--- config.mk ---
export PLATFORM = sky130hd
export DESIGN_NAME = trigger_capture
export DESIGN_NICKNAME = d
export VERILOG_FILES = /design/src/rtl/trigger_capture.sv
export SDC_FILE = /design/constraint.sdc
export NUM_CORES = 2
export LEC_CHECK = 0
export ABC_AREA = 1
export ABC_CLOCK_PERIOD_IN_PS = 6020
export CORE_UTILIZATION = 30
export DETAILED_ROUTE_END_ITERATION = 10
export PLACE_DENSITY = 0.51
export SYNTH_ARGS = -nofsm -noshare
export SYNTH_HDL_FRONTEND = slang
export SYNTH_SLANG_ARGS = --single-unit
--- constraint.sdc ---
create_clock -name iClk -period 6.02 [get_ports iClk]
set_clock_uncertainty 0.1 [all_clocks]
set_input_delay 1.204 -clock iClk [delete_from_list [all_inputs] [get_ports iClk]]
set_output_delay 1.204 -clock iClk [all_outputs]
set_load 0.01 [all_outputs]
--- src/rtl/trigger_capture.sv ---
// Triggered frame capture: samples circulate through a ring RAM until a level
// crossing (or force) is seen, then the frame is streamed as sync byte + samples.
module trigger_capture #(
    parameter int         pDepth   = 256,
    parameter int         pAddrW   = 8,
    parameter int         pPreTrig = 32,
    parameter logic [7:0] pSync    = 8'hA5
) (
    input  logic       iClk,
    input  logic       iRst_n,
    input  logic [7:0] iData,
    input  logic       iData_Valid,
    input  logic [7:0] iLevel,
    input  logic       iRising,
    input  logic       iArm,
    input  logic       iAuto,
    input  logic       iForce,
    output logic       oTx_DV,
    output logic [7:0] oTx_Byte,
    input  logic       iTx_Active,
    input  logic       iTx_Done,
    output logic [2:0] oState,
    output logic       oTriggered
);

    typedef enum logic [2:0] {
        S_IDLE = 3'd0,
        S_PRE  = 3'd1,
        S_WAIT = 3'd2,
        S_POST = 3'd3,
        S_HDR  = 3'd4,
        S_DATA = 3'd5
    } state_t;

    localparam logic [pAddrW-1:0] cPreOff   = pAddrW'(pPreTrig);
    localparam logic [pAddrW:0]   cPreLast  = (pAddrW+1)'(pPreTrig - 1);
    localparam logic [pAddrW:0]   cPostLen  = (pAddrW+1)'(pDepth - pPreTrig);
    localparam logic [pAddrW:0]   cFrameLen = (pAddrW+1)'(pDepth);

    logic [7:0]        r_ram [0:pDepth-1];
    logic [7:0]        r_rd_data;

    state_t            r_state;
    state_t            w_next;
    logic [pAddrW-1:0] r_wp;
    logic [pAddrW-1:0] r_start;
    logic [pAddrW-1:0] r_rd_addr;
    logic [pAddrW:0]   r_pre_cnt;
    logic [pAddrW:0]   r_post_cnt;
    logic [pAddrW:0]   r_byte_cnt;
    logic [7:0]        r_prev;
    logic              r_have_prev;
    logic              r_busy;
    logic              r_hdr_sent;
    logic              r_rd_rdy;
    logic              r_tx_dv;
    logic [7:0]        r_tx_byte;
    logic              r_triggered;

    logic              w_edge;
    logic              w_wr_en;
    logic              w_arm;
    logic              w_trigger;
    logic              w_send_hdr;
    logic              w_send_data;
    logic              w_go_data;
    logic              w_done;

    always_ff @(posedge iClk or negedge iRst_n) begin
        if (!iRst_n) begin
            r_state <= S_IDLE;
        end else begin
            r_state <= w_next;
        end
    end

    // Byte handshake: a strobe only goes out when no byte is in flight
    // (busy low) and the transmitter reports idle; busy drops on iTx_Done.
    always_comb begin
        w_next      = r_state;
        w_wr_en     = 1'b0;
        w_arm       = 1'b0;
        w_trigger   = 1'b0;
        w_send_hdr  = 1'b0;
        w_send_data = 1'b0;
        w_go_data   = 1'b0;
        w_done      = 1'b0;
        w_edge      = r_have_prev &&
                      (iRising ? ((r_prev < iLevel) && (iData >= iLevel))
                               : ((r_prev > iLevel) && (iData <= iLevel)));
        case (r_state)
            S_IDLE: begin
                if (iArm) begin
                    w_arm  = 1'b1;
                    w_next = S_PRE;
                end
            end
            S_PRE: begin
                if (iData_Valid) begin
                    w_wr_en = 1'b1;
                    if (r_pre_cnt == cPreLast) w_next = S_WAIT;
                end
            end
            S_WAIT: begin
                if (iData_Valid) begin
                    w_wr_en = 1'b1;
                    if (w_edge || iForce) begin
                        w_trigger = 1'b1;
                        w_next    = (pDepth - pPreTrig == 1) ? S_HDR : S_POST;
                    end
                end
            end
            S_POST: begin
                if (iData_Valid) begin
                    w_wr_en = 1'b1;
                    if (r_post_cnt + 1'b1 == cPostLen) w_next = S_HDR;
                end
            end
            S_HDR: begin
                if (!r_hdr_sent) begin
                    if (!r_busy && !iTx_Active) w_send_hdr = 1'b1;
                end else if (!r_busy) begin
                    w_go_data = 1'b1;
                    w_next    = S_DATA;
                end
            end
            S_DATA: begin
                if (r_byte_cnt == cFrameLen) begin
                    if (!r_busy) begin
                        w_done = 1'b1;
                        w_next = iAuto ? S_PRE : S_IDLE;
                    end
                end else if (r_rd_rdy && !r_busy && !iTx_Active) begin
                    w_send_data = 1'b1;
                end
            end
            default: w_next = S_IDLE;
        endcase
    end

    always_ff @(posedge iClk or negedge iRst_n) begin
        if (!iRst_n) begin
            r_wp        <= '0;
            r_start     <= '0;
            r_rd_addr   <= '0;
            r_pre_cnt   <= '0;
            r_post_cnt  <= '0;
            r_byte_cnt  <= '0;
            r_prev      <= '0;
            r_have_prev <= 1'b0;
            r_busy      <= 1'b0;
            r_hdr_sent  <= 1'b0;
            r_rd_rdy    <= 1'b0;
            r_tx_dv     <= 1'b0;
            r_tx_byte   <= '0;
            r_triggered <= 1'b0;
        end else begin
            r_tx_dv <= w_send_hdr | w_send_data;

            if (w_arm || w_done) begin
                r_pre_cnt   <= '0;
                r_post_cnt  <= '0;
                r_have_prev <= 1'b0;
                r_hdr_sent  <= 1'b0;
            end

            if (w_wr_en) begin
                r_wp        <= r_wp + 1'b1;
                r_prev      <= iData;
                r_have_prev <= 1'b1;
                if (r_state == S_PRE)  r_pre_cnt  <= r_pre_cnt + 1'b1;
                if (r_state == S_POST) r_post_cnt <= r_post_cnt + 1'b1;
            end

            if (w_trigger) begin
                r_start     <= r_wp - cPreOff;
                r_post_cnt  <= (pAddrW+1)'(1);
                r_triggered <= 1'b1;
                r_hdr_sent  <= 1'b0;
            end

            if (w_send_hdr || w_send_data) begin
                r_busy <= 1'b1;
            end else if (iTx_Done) begin
                r_busy <= 1'b0;
            end

            if (w_send_hdr) begin
                r_tx_byte  <= pSync;
                r_hdr_sent <= 1'b1;
            end

            // r_rd_rdy marks that r_rd_data reflects the current r_rd_addr.
            if (w_go_data) begin
                r_rd_addr  <= r_start;
                r_byte_cnt <= '0;
                r_rd_rdy   <= 1'b0;
            end else if (w_send_data) begin
                r_tx_byte  <= r_rd_data;
                r_rd_addr  <= r_rd_addr + 1'b1;
                r_byte_cnt <= r_byte_cnt + 1'b1;
                r_rd_rdy   <= 1'b0;
            end else if (r_state == S_DATA) begin
                r_rd_rdy   <= 1'b1;
            end

            if (w_done) r_triggered <= 1'b0;
        end
    end

    always_ff @(posedge iClk) begin
        if (w_wr_en) r_ram[r_wp] <= iData;
        r_rd_data <= r_ram[r_rd_addr];
    end

    assign oTx_DV     = r_tx_dv;
    assign oTx_Byte   = r_tx_byte;
    assign oState     = r_state;
    assign oTriggered = r_triggered;

endmodule
Word level (Yosys, flattened, before mapping)

Memories as Yosys holds them, arrays and structs flattened. A register that Yosys moved wholly into a read port is not among the register bits.
Cells that the tools add are included.

Register bits after elaboration: 76
RAM bits: 2,048
Output and inout bits: 13
Word-level logic and storage cells: 125
Memories: 1

$add $sub $neg: 6
Order comparisons: 4
Eq/ne operators: 19
Multiplexer cells: 59
Bitwise gates (word level): 1
Reduce and logical (&&, ||, !) cells: 20

Memories:

| memory | words | bits a word | rd ports | clocked after Yosys merged registers in | wr ports | RTL line | source |
|---|---|---|---|---|---|---|---|
| r_ram  | 256   | 8           | 1        | 1                                       | 1        | 40       | `logic [7:0] r_ram [0:pDepth-1];` |

Operators by type and width:

| kind                                                                   | number |
|---|---|
| 9-bit 2-to-1 mux                                                       | 9 |
| 8-bit 2-to-1 mux                                                       | 5 |
| 1-bit 2-to-1 mux                                                       | 33 |
| 3-bit 2-to-1 mux                                                       | 11 |
| 9-bit by 1-bit adder with 9-bit output (second input constant)         | 3 |
| 2-bit != test (second input constant)                                  | 11 |
| 3-bit case mux with 6 select lines                                     | 1 |
| 8-bit by 1-bit adder with 8-bit output (second input constant)         | 2 |
| 11-bit AND reduction                                                   | 1 |
| 9-bit by 5-bit equality test with 1-bit output (second input constant) | 1 |
| 9-bit by 8-bit equality test with 1-bit output (second input constant) | 1 |
| 9-bit equality test (second input constant)                            | 1 |
| 8-bit greater-or-equal comparator                                      | 1 |
| 8-bit > comparator                                                     | 1 |
| 8-bit <= comparator                                                    | 1 |
| 8-bit < comparator                                                     | 1 |
| 2-bit nonzero test                                                     | 4 |
| 8-bit by 6-bit subtractor with 8-bit output (second input constant)    | 1 |
| 3-bit by 2-bit equality test with 1-bit output (second input constant) | 2 |
| 3-bit equality test (second input constant)                            | 2 |
| 1-bit logical AND                                                      | 6 |
| 3-bit nonzero test                                                     | 2 |
| 3-bit by 1-bit equality test with 1-bit output (second input constant) | 1 |
| 3-bit zero test                                                        | 1 |
| 4 further kinds                                                        | 7 |

Logic depth before layout (Yosys ltp)

Depth in word-level cells: 10
Depth in mapped cells: 18
Gate-level depth less buffers: 17

Worst setup path after synthesis

No wires, ideal clock.

Kind: input -> register
From: in iData_Valid
To: mem r_ram[100][0], enable pin
Setup time: 0.370 ns
Data arrival time: 2.435 ns
Required time: 5.550 ns
Slack: 3.115 ns
Stages on the path: 6
Buffers on the path: 2
Cell sequence: nand2_1 > inv_1 > buf_2 > nand4_1 > clkbuf_1 > nor2_1

Word-level cells in the longest chain between the ends: 4

RTL lines:

| what                                   | RTL line     | source |
|---|---|---|
| start, declared                        | 12           | `input logic iData_Valid,` |
| 1-bit 2-to-1 mux                       | 99, 105, 114 |  |
| 1-bit 2-to-1 mux                       | -            |  |
| 1-bit 2-to-1 mux                       | 212          | `if (w_wr_en) r_ram[r_wp] <= iData;` |
| 1-bit 2-to-1 mux (implied by the code) | 212          |  |
| end, declared                          | 40           |  |

No other way between the ends.

Final worst setup path

From: in iData_Valid
To: mem r_ram[7][3], enable pin

Same word-level chain as after synthesis.

==> results by stage <==
STA:
- The final period utilization is 75.8%.
- For the final routed database, the setup TNS stands at 0 ns.
- The worst path meets setup with 1.46 ns of slack.
- Subtracting the final worst setup slack from the clock period gives 4.56 ns.
- The number of endpoints failing setup at the final stage is 0.
- Headroom to the max-slew limit came out at 18.9%.
- The final max-slew violation count is 0.
- The final hold violation count is 0.
- Setup repair after global routing left no endpoint under its margin.
- At the pin with the least slew margin, the transition time is 1.21 ns.
- The peak clock frequency supported by timing is 219 MHz.

Critical path:
- The worst setup path is launched from an input port.
- The launching point of the worst reg2reg path is oState[1].
- The worst path arrival time is 4.94 ns.
- The first element of the critical path is iData_Valid.
- By startpoint and endpoint, the worst setup path is classified as in -> reg.
- In this run the worst path has a maximum fanout of 16.
- Counting cells, the worst reg-to-reg path comes to 7.
- Following the worst setup path forward leads to its endpoint at r_ram[7][3].
- The worst setup path is captured at a register.
- The endpoint of the most critical register-to-register path is r_ram[7][3].
- The required time of the critical path is 6.40 ns.
- The slack of the worst reg-to-reg path is 1.59 ns.

Clocking:
- The clock transition time at the flip-flop clock pins of the worst setup and hold paths is 0.06 ns.
- The clock tree from TritonCTS is done.
- The quantity of hold-fixing buffers added after cts is 0.
- Once the clock tree was built, the setup fixing pass inserted 0 buffers.
- The count of cells resized by post-cts repair is 0.
- The H-tree was split into 4 levels.
- The cell at the root of the clock tree is sky130_fd_sc_hd__clkbuf_16.
- The largest buffer count on any clock path is 3.
- Clock latency on the worst-skew pair, taken at its later pin, is 0.88 ns.
- The tree built by TritonCTS fans out to 2132 sinks.
- Clock tree synthesis inserted a total of 220 buffers.

Global route:
- Entering global routing, the biggest net connects 190 pins.
- The first global-routing pass estimated 387 mm of wire.
- The global routing usage summed across all routing layers is 17.9%.
- The total congestion overflow after global routing is 0.
- The via count of the first global-routing pass is 56815.
- The initial antenna violation count is 13.

Pwr:
- The relative contribution of combinational cells to total power is 32.7%.
- The portion of total power attributed to sequential cells is 37.2%.
- In this run, the clock network consumes 30.1% of the power.
- Internal power comes to 28.3 mW.
- The switching component of the power is 17.3 mW.
- The analysis attributes to cell leakage a power of 32.7 nW.
- Of the total power, the share spent switching nets is 38.0%.
- VDD sags by at most 0.442 mV.
- The power density of the placed cells is 462 nW/µm².

Placed design:
- The setup slack at placement is 0.627 ns.
- The standard cell area after detailed placement is 91700 µm².
- The final RePlAce weighted congestion is 0.888.
- During placement, the flow inserted port buffers numbering 37.
- After legalization and detailed placement, the total HPWL measured 159 mm.

Yosys:
- Yosys mapped a number of flops with a built-in enable equal to 2048.
- The sequential fraction of the synthesis area is 72.8%.
- The register bit count reported by yosys is 2132.
- Yosys printed 0 warnings.
- The cell area after synthesis is 87400 µm².
- The post-synthesis net count is 7508.
- The most frequently used flop master after synthesis is sky130_fd_sc_hd__edfxtp_1.
- Synthesis produced 7456 cells.
- In this run the mean area of a mapped cell was 11.7 µm².
- The netlist uses 41 different library cells.
- The share of flip-flops with an asynchronous set or reset after synthesis is 3.56%.

Route:
- The remaining design rule violation count is 0.
- The total wire length after detailed routing is 267 mm.
- In this run the remaining antenna-violating nets after routing total 0.
- Dividing the detail-routed wire length by the instance count gives 23.3 µm.
- The mean number of vias per cell is 5.03.
- For this run, the detailed router's first-pass iteration total came to 7.
- The number of vias in the routed layout is 57535.
- The first-iteration detailed-routing DRC count is 6397.

Layout:
- The share of final-layout standard cells stronger than drive strength 1 is 6.48%.
- At the end of the flow, the number of nets in the layout was 7421.
- The finished cells cover 99000 µm².
- Compared with the post-synthesis result, the final layout area differs by 13.3%.
- The filler cell count in the final layout is 28701.

Floorplanning:
- The standard cell core area is 289000 µm².
- The floorplan step set the die width to 542 µm.
- 38 I/O pins were placed.
- The floorplan step set the die height to 542 µm.
- The initial utilization of the core area, before any placement, comes to 30.2%.
- The standard-cell row count is 197.
- The die covers 293000 µm².

Status:
- The run finished with clean final reports.

Flow run:
- Max-cap violations in this run came to 0.

Min path:
- The tightest min-delay check is of the in -> async type.
## cell usage after synthesis, types with 3 or more instances
library cell,count,area (µm²)
sky130_fd_sc_hd__nand2_1,876,3290
sky130_fd_sc_hd__buf_4,51,383
sky130_fd_sc_hd__nor4_1,4,25.0
sky130_fd_sc_hd__a21oi_1,108,541
sky130_fd_sc_hd__buf_1,53,199
sky130_fd_sc_hd__nor3_1,16,80.1
sky130_fd_sc_hd__o21ai_1,106,531
sky130_fd_sc_hd__nand4_1,14,87.6
sky130_fd_sc_hd__inv_1,161,604
sky130_fd_sc_hd__ha_1,27,338
sky130_fd_sc_hd__o221ai_1,4,35.0
sky130_fd_sc_hd__dfrtp_1,76,1900
sky130_fd_sc_hd__clkinv_1,8,30.0
sky130_fd_sc_hd__nor2_1,1904,7150
sky130_fd_sc_hd__buf_6,22,248
sky130_fd_sc_hd__o22ai_1,72,450
sky130_fd_sc_hd__o21ai_0,927,4640
sky130_fd_sc_hd__edfxtp_1,2048,61500
sky130_fd_sc_hd__and2_1,8,50.1
sky130_fd_sc_hd__o211ai_1,171,1280
sky130_fd_sc_hd__nand3_1,401,2010
sky130_fd_sc_hd__o31ai_1,4,30.0
sky130_fd_sc_hd__dfxtp_1,8,160
sky130_fd_sc_hd__or2_2,3,18.8
sky130_fd_sc_hd__xnor2_1,3,26.3
sky130_fd_sc_hd__buf_2,136,681
sky130_fd_sc_hd__xor2_1,18,158
sky130_fd_sc_hd__o21a_1,3,22.5
sky130_fd_sc_hd__clkbuf_1,210,788
## worst min-delay path by stage
stage                         endpoint  slack [ns]  depth (start not counted)
after detailed placement   r_have_prev        0.37                          2
final                     r_pre_cnt[6]        0.16                          1
after global placement     r_have_prev        0.36                          2
after CTS                 r_pre_cnt[6]        0.11                          1
after global routing      r_pre_cnt[6]        0.16                          1
after floorplan            oTx_Byte[0]        0.30                          2
## cell families (layout without fill, tap and decap cells)
logic type	count (synthesis)	in the layout	share of synthesized area (%)
compound gates	1401	1401	8.68
fa+ha+maj	27	27	0.387
buf+inv	644	748	3.37
other cells	0	2	0
xor+xnor	21	21	0.211
simple gates	3230	3230	14.6
mux	1	1	0.0115
flops	2132	2132	72.8
## metrics by stage
stage	utilization, %	hold WS, ns	total power, mW	std cells
5_1_grt	34.3	0.159	47.8	11441
6_report	34.3	0.160	45.7	11442
2_1_floorplan	-	0.302	26.5	7456
3_5_place_dp	31.7	0.371	32.1	11027
3_3_place_gp	31.7	0.364	32.1	11027
4_1_cts	34.3	0.108	45.8	11440
## placed cells by master, fill, tap and decap left out, types with 46 or more instances in the layout
cell,netlist,layout
sky130_fd_sc_hd__nand3_1,401,393
sky130_fd_sc_hd__inv_1,161,160
sky130_fd_sc_hd__nor2_1,1904,1902
sky130_fd_sc_hd__o211ai_1,171,171
sky130_fd_sc_hd__clkbuf_1,210,49
sky130_fd_sc_hd__clkinv_1,8,46
sky130_fd_sc_hd__o22ai_1,72,72
sky130_fd_sc_hd__dfrtp_1,76,72
sky130_fd_sc_hd__a21oi_1,108,108
sky130_fd_sc_hd__edfxtp_1,2048,2048
sky130_fd_sc_hd__clkbuf_16,0,224
sky130_fd_sc_hd__o21ai_0,927,927
sky130_fd_sc_hd__o21ai_1,106,106
sky130_fd_sc_hd__buf_4,51,102
sky130_fd_sc_hd__nand2_1,876,874
## area by class of cell
cell class / count / area (µm²) / share of cell area, %
Sequential cell: 2132 / 63600 / 64.2
Multi-Input combinational cell: 4680 / 20900 / 21.1
Clock buffer: 278 / 5860 / 5.92
Tap cell: 3880 / 4850 / 4.90
Timing Repair Buffer: 163 / 1670 / 1.68
Clock inverter: 135 / 1460 / 1.47
Inverter: 172 / 677 / 0.684
Antenna cell: 2 / 5.00 / 0.00506
## layer usage
layer	routed length [µm]	vias to the layer above	GRT usage [%]
li1	-	26091	-
met1	116000	28791	24.6
met2	124000	2263	28.9
met3	18800	388	2.57
met4	7930	2	5.69
met5	13	-	0
## worst max-delay path, cell delays in order
cell and delay (ns):
sky130_fd_sc_hd__clkdlybuf4s50_1 0.54, sky130_fd_sc_hd__nand2_1 0.48, sky130_fd_sc_hd__nor2_1 0.78, sky130_fd_sc_hd__nand3_2 0.84, sky130_fd_sc_hd__buf_4 0.53, sky130_fd_sc_hd__nor2_1 0.53
## flip-flops by register name, indices dropped and copies added (netlist names)
name         flops
oState           3
oTriggered       1
oTx_Byte         8
oTx_DV           1
r_busy           1
r_byte_cnt       9
r_have_prev      1
r_hdr_sent       1
r_post_cnt       9
r_pre_cnt        9
r_prev           8
r_ram         2048
r_rd_addr        8
r_rd_data        8
r_rd_rdy         1
r_start          8
r_wp             8
## power groups by stage
| stage | registers [mW] | clock network, mW | logic [mW] |
|---|---|---|---|
| global route | 17.0 | 14.5 | 16.3 |
| finish | 17.0 | 13.8 | 14.9 |
| global placement | 17.3 | 0 | 14.9 |
| CTS | 17.0 | 14.0 | 14.9 |
| floorplan | 17.0 | 0 | 9.55 |
| detailed placement | 17.3 | 0 | 14.8 |
Power figures use the tool's default switching activity.
